### src/rtl/riscv_pkg.sv
// Shared RISC-V definitions: load/store funct3 encodings, LSU state type and
// access-size helpers used by the load/store unit and its lane extender.
package riscv_pkg;

    typedef enum logic [2:0] {
        F3_B  = 3'b000,
        F3_H  = 3'b001,
        F3_W  = 3'b010,
        F3_BU = 3'b100,
        F3_HU = 3'b101
    } funct3_e;

    typedef enum logic [1:0] {
        IDLE,
        BUSY,
        DONE
    } lsu_state_e;

    typedef enum logic [1:0] {
        SZ_B,
        SZ_H,
        SZ_W
    } access_size_e;

    // Any funct3 outside the five defined encodings behaves as a word access.
    function automatic access_size_e access_size(input logic [2:0] funct3);
        case (funct3)
            F3_B, F3_BU: return SZ_B;
            F3_H, F3_HU: return SZ_H;
            default:     return SZ_W;
        endcase
    endfunction

    function automatic logic access_misaligned(input logic [2:0] funct3, input logic [1:0] offset);
        access_size_e size;
        size = access_size(funct3);
        return ((size == SZ_H) && offset[0]) || ((size == SZ_W) && (offset != 2'b00));
    endfunction

endpackage

### src/rtl/load_extend.sv
// Picks the addressed byte/halfword lane out of a memory word and sign- or
// zero-extends it according to the load funct3.
module load_extend
    import riscv_pkg::*;
(
    input  logic [31:0] rdata,
    input  logic [1:0]  offset,
    input  logic [2:0]  funct3,
    output logic [31:0] result
);

    logic [31:0] shifted;

    assign shifted = rdata >> {offset, 3'b000};

    always_comb begin
        case (funct3)
            F3_B:    result = {{24{shifted[7]}}, shifted[7:0]};
            F3_H:    result = {{16{shifted[15]}}, shifted[15:0]};
            F3_BU:   result = {24'h000000, shifted[7:0]};
            F3_HU:   result = {16'h0000, shifted[15:0]};
            default: result = rdata;
        endcase
    end

endmodule

### src/rtl/load_store_unit.sv
// MEM-stage load/store unit: registers one access, holds the memory request
// until MemReady or timeout, and stalls the pipeline while the access is open.
module load_store_unit
    import riscv_pkg::*;
#(
    parameter int TIMEOUT_CYCLES = 64
) (
    input  logic        clk,
    input  logic        reset,
    input  logic        MemReadM,
    input  logic        MemWriteM,
    input  logic [2:0]  Funct3M,
    input  logic [31:0] ALUResultM,
    input  logic [31:0] WriteDataM,
    output logic [31:0] ReadDataM,
    output logic        StallM,
    output logic        MisalignedM,
    output logic        BusErrM,
    output logic        MemReq,
    output logic        MemWe,
    output logic [31:0] MemAddr,
    output logic [31:0] MemWData,
    output logic [3:0]  MemBe,
    input  logic        MemReady,
    input  logic [31:0] MemRData
);

    localparam int CNT_W = $clog2(TIMEOUT_CYCLES + 1);
    localparam logic [CNT_W-1:0] LAST_COUNT = CNT_W'(TIMEOUT_CYCLES - 1);

    lsu_state_e       state_reg;
    logic [CNT_W-1:0] count_reg;
    logic [1:0]       offset_reg;
    logic [2:0]       funct3_reg;
    logic [31:0]      read_data_reg;
    logic             bus_err_reg;

    logic        access;
    logic        misaligned;
    logic [1:0]  offset;
    logic [3:0]  be_next;
    logic [31:0] wdata_next;
    logic [31:0] load_value;

    assign access     = MemReadM | MemWriteM;
    assign offset     = ALUResultM[1:0];
    assign misaligned = (state_reg == IDLE) && access && access_misaligned(Funct3M, offset);

    always_comb begin
        be_next    = 4'b1111;
        wdata_next = WriteDataM;
        case (access_size(Funct3M))
            SZ_B: begin
                be_next    = 4'b0001 << offset;
                wdata_next = {4{WriteDataM[7:0]}};
            end
            SZ_H: begin
                be_next    = 4'b0011 << offset;
                wdata_next = {2{WriteDataM[15:0]}};
            end
            default: begin
                be_next    = 4'b1111;
                wdata_next = WriteDataM;
            end
        endcase
    end

    load_extend u_load_extend (
        .rdata  (MemRData),
        .offset (offset_reg),
        .funct3 (funct3_reg),
        .result (load_value)
    );

    // A misaligned access must read as zero in the very cycle it is flagged.
    assign ReadDataM   = misaligned ? 32'h0 : read_data_reg;
    assign StallM      = (state_reg == BUSY) || ((state_reg == IDLE) && access && !misaligned);
    assign MisalignedM = misaligned;
    assign BusErrM     = bus_err_reg;

    always_ff @(posedge clk) begin
        if (reset) begin
            state_reg     <= IDLE;
            count_reg     <= '0;
            offset_reg    <= '0;
            funct3_reg    <= '0;
            read_data_reg <= '0;
            bus_err_reg   <= 1'b0;
            MemReq        <= 1'b0;
            MemWe         <= 1'b0;
            MemAddr       <= '0;
            MemWData      <= '0;
            MemBe         <= '0;
        end else begin
            bus_err_reg <= 1'b0;
            case (state_reg)
                IDLE: begin
                    if (access) begin
                        if (misaligned) begin
                            read_data_reg <= '0;
                        end else begin
                            MemReq     <= 1'b1;
                            MemWe      <= MemWriteM;
                            MemAddr    <= {ALUResultM[31:2], 2'b00};
                            MemWData   <= wdata_next;
                            MemBe      <= be_next;
                            offset_reg <= offset;
                            funct3_reg <= Funct3M;
                            count_reg  <= '0;
                            state_reg  <= BUSY;
                        end
                    end
                end
                BUSY: begin
                    if (MemReady) begin
                        if (!MemWe) begin
                            read_data_reg <= load_value;
                        end
                        MemReq    <= 1'b0;
                        MemWe     <= 1'b0;
                        state_reg <= DONE;
                    end else if (count_reg == LAST_COUNT) begin
                        bus_err_reg   <= 1'b1;
                        read_data_reg <= '0;
                        MemReq        <= 1'b0;
                        MemWe         <= 1'b0;
                        state_reg     <= DONE;
                    end else begin
                        count_reg <= count_reg + CNT_W'(1);
                    end
                end
                DONE:    state_reg <= IDLE;
                default: state_reg <= IDLE;
            endcase
        end
    end

endmodule

### config.mk
export PLATFORM = sky130hd
export DESIGN_NAME = load_store_unit
export DESIGN_NICKNAME = d
export VERILOG_FILES = /design/src/rtl/riscv_pkg.sv /design/src/rtl/load_extend.sv /design/src/rtl/load_store_unit.sv
export SDC_FILE = /design/constraint.sdc
export NUM_CORES = 1
export LEC_CHECK = 0
export BUFFER_PORTS_ARGS = -buffer_cell sky130_fd_sc_hd__buf_2
export CORE_MARGIN = 1.5
export CORE_UTILIZATION = 35
export DETAILED_ROUTE_END_ITERATION = 6
export PLACE_DENSITY_LB_ADDON = 0.08
export RECOVER_POWER = 25
export SYNTH_ARGS = -nofsm -noshare
export SYNTH_HDL_FRONTEND = slang
export SYNTH_HIERARCHICAL = 1
export SYNTH_SLANG_ARGS = --single-unit
### constraint.sdc
create_clock -name clk -period 1.7 [get_ports clk]
set_input_delay 0.255 -clock clk [delete_from_list [all_inputs] [get_ports clk]]
set_output_delay 0.255 -clock clk [all_outputs]
set_load 0.005 [all_outputs]
==> qor.yml <==
outcome:
  status: "finished with violations"
  violations: "negative setup slack"
sta:
  hold_ws_ns: 0.0736
  min_period_ns: 1.92
  tns_ns: -7.45
  period_share_pct: 113
  slew_violations: 0
  rsz0062_at_grt: "yes"
  fin_skew_ns: 0.00868
  setup_ws_ns: -0.220
  max_freq_ghz: 0.521
  hold_viol_final: 0
  setup_viol: 56
synth:
  synthesis.area_mm2: 0.00545
  synth_compound_area_share_pct: 24.1
  syn_area_per_cell_um2: 8.19
  synth_top_family_by_area: "compound AO/OA/AOI/OAI gates"
  synth_edf_count: 0
  async_flop_share_pct: 0
  ys_seq_area_share_pct: 42.3
  synth_xor_area_share_pct: 0
  yosys_warnings: 6
  yosys.area_share.simple_pct: 23.0
  synth_flop_cell: "dfxtp_1"
  ys_ff_latch: 115
  ys_types: 59
  synth_adder_area_share_pct: 0.230
  synth_mux_area_share_pct: 4.80
  syn-instance-count: 665
clocking:
  cts_root_buf: "clkbuf_16"
  htree_levels: 4
  hold_buffers: 0
  clk_latency_ns: 0.42
  cts_tree: "done"
  clk_pin_slew_ns: 0.05
  cts_made_buffers: 17
  cts_sinks: 115
  cts.path.max_buffers: 2
final_layout:
  final_common_cell: "buf_2"
  layout_common_cells: "buf_2, nand2_1, dfxtp_1, a21oi_1, buf_4"
  areaGrowthSynthToFinish_pct: 46.2
  finalNonFillerCells: 1107
  drive_above_1_share_pct: 37.1
  final_area_mm2: 0.00796
  diodes: 0
  utilization_pct: 52.4
  nets: 1011
  fillCellCount: 1483
route:
  vias: 5739
  drtIter0Drc: 386
  via_per_inst: 5.18
  postRouteAntennaNets: 0
  first_pass_iters: 5
  wl_per_cell_um: 16.0
  drt-total-wl_um: 17800
  drc: 0
die:
  chipHeight_um: 128
  ios: 209
  start_util_pct: 35.8
  core_region_area_mm2: 0.0152
  rows: 45
  dieWidth_um: 128
  dieArea_mm2: 0.0163
critical_path:
  path_buf_inv: 3
  ff2ff_path_depth: 6
  required_ns: 1.44
  critPathMaxFanout: 22
  crit_family: "simple AND/OR/NAND/NOR gates"
  crit_arrival_ns: 1.67
  crit_chain: "or2_4, nor4_4, buf_6, buf_12, nor2b_1, buf_2"
  start_kind: "flop"
  end_kind: "output port"
  critical_path_class: "flop to output port"
  critPathMaxStageDelay_ns: 0.30
  critPathSlowestCell: "dfxtp_1"
  crit_cells: 6
placed_design:
  placed_area_mm2: 0.00702
  io_buffers: 206
  globalplace.congestion: 0.810
  dp_hpwl_um: 12500
  pre_cts_ws_ns: -0.0780
  dpl.cell_count: 1066
min_path:
  min_path_cells: 3
  min_path_type: "input pin to flop"
pwr:
  vdd_drop_max_v: 0.000743
  cellLeakagePower_nw: 3.49
  power.total_mw: 8.71
  power_density_mw_per_mm2: 1090
grt:
  grt_pass1_wl_um: 27600
  grt-ovfl-total: 0
  grt_pass1_vias: 5552
  grt_usage_pct: 21.4
  antenna_found_initial: 0
  grt_max_degree: 46
flow_run:
  maxCapViolCount: 0
## power by group
part           leakage, nW  internal [mW]  switching, mW
sequential           0.940           2.88         0.0929
combinational         2.22          0.766          0.882
clock                0.324           2.82           1.28
## worst register-to-register path, stage by stage (launching register included)
cell and delay [ns]:
dfxtp_2 0.34, mux4_2 0.58, buf_6 0.15, a21oi_4 0.16
buf_12 0.15, o31ai_1 0.08, a22o_1 0.21
## metal layers
metal / share of wire [%] / vias up / GRT usage (%) / wire, µm
met1: 42 / 2682 / 25.9 / 7510
met3: 8.1 / 30 / 8.14 / 1430
li1: - / 2823 / - / -
met2: 48 / 204 / 34.6 / 8500
met5: 0 / - / 0 / 0
met4: 1.8 / 0 / 7.80 / 324
## synth_stat cells, drive strengths merged (14+ instances only)
library cell | count | share of area (%)
nand2 | 167 | 12
dfxtp | 115 | 42
a21oi | 60 | 5.7
o21ai | 38 | 3.5
a22o | 34 | 5.5
nor2b | 33 | 3.8
clkbuf | 30 | 2.1
buf | 25 | 3.1
nor2 | 24 | 1.8
mux2i | 16 | 2.9
nand3 | 14 | 1.3
## final timing paths
kind	startpoint	slack, ns	endpoint
max reg2reg	offset_reg[0]	-0.08	read_data_reg[11]
min	ALUResultM[19]	0.07	MemAddr[19]
min reg2reg	MemWData[26]	0.45	MemWData[26]
max	state_reg[0]	-0.22	ReadDataM[10]
## cell families (layout without fill, tap and decap cells)
kind of cell	after synthesis	after routing
AO/OA/AOI/OAI	191	191
adder cells (fa/ha/maj)	1	1
flip-flops	115	115
AND/OR/NAND/NOR	273	273
buffers and inverters	60	313
other	1	2
multiplexers	24	24
## area by class of cell
type	count	area [µm²]	area share [%]
clock inverters	10	203	2.55
well taps	188	235	2.95
clock buffers	22	464	5.83
multi-input cells	491	3060	38.4
flip-flops and latches	115	2300	28.9
inverters	5	18.8	0.236
repair buffers	276	1680	21.1
## what timing repair did
item,4_1_cts,5_1_grt
cloned,1,0
hold endpoints to repair,0,0
setup endpoints to repair,58,67
resized for setup,32,29
setup buffers,10,1
pin swaps,3,8
No activity file was read; power rests on OpenSTA's default activity.
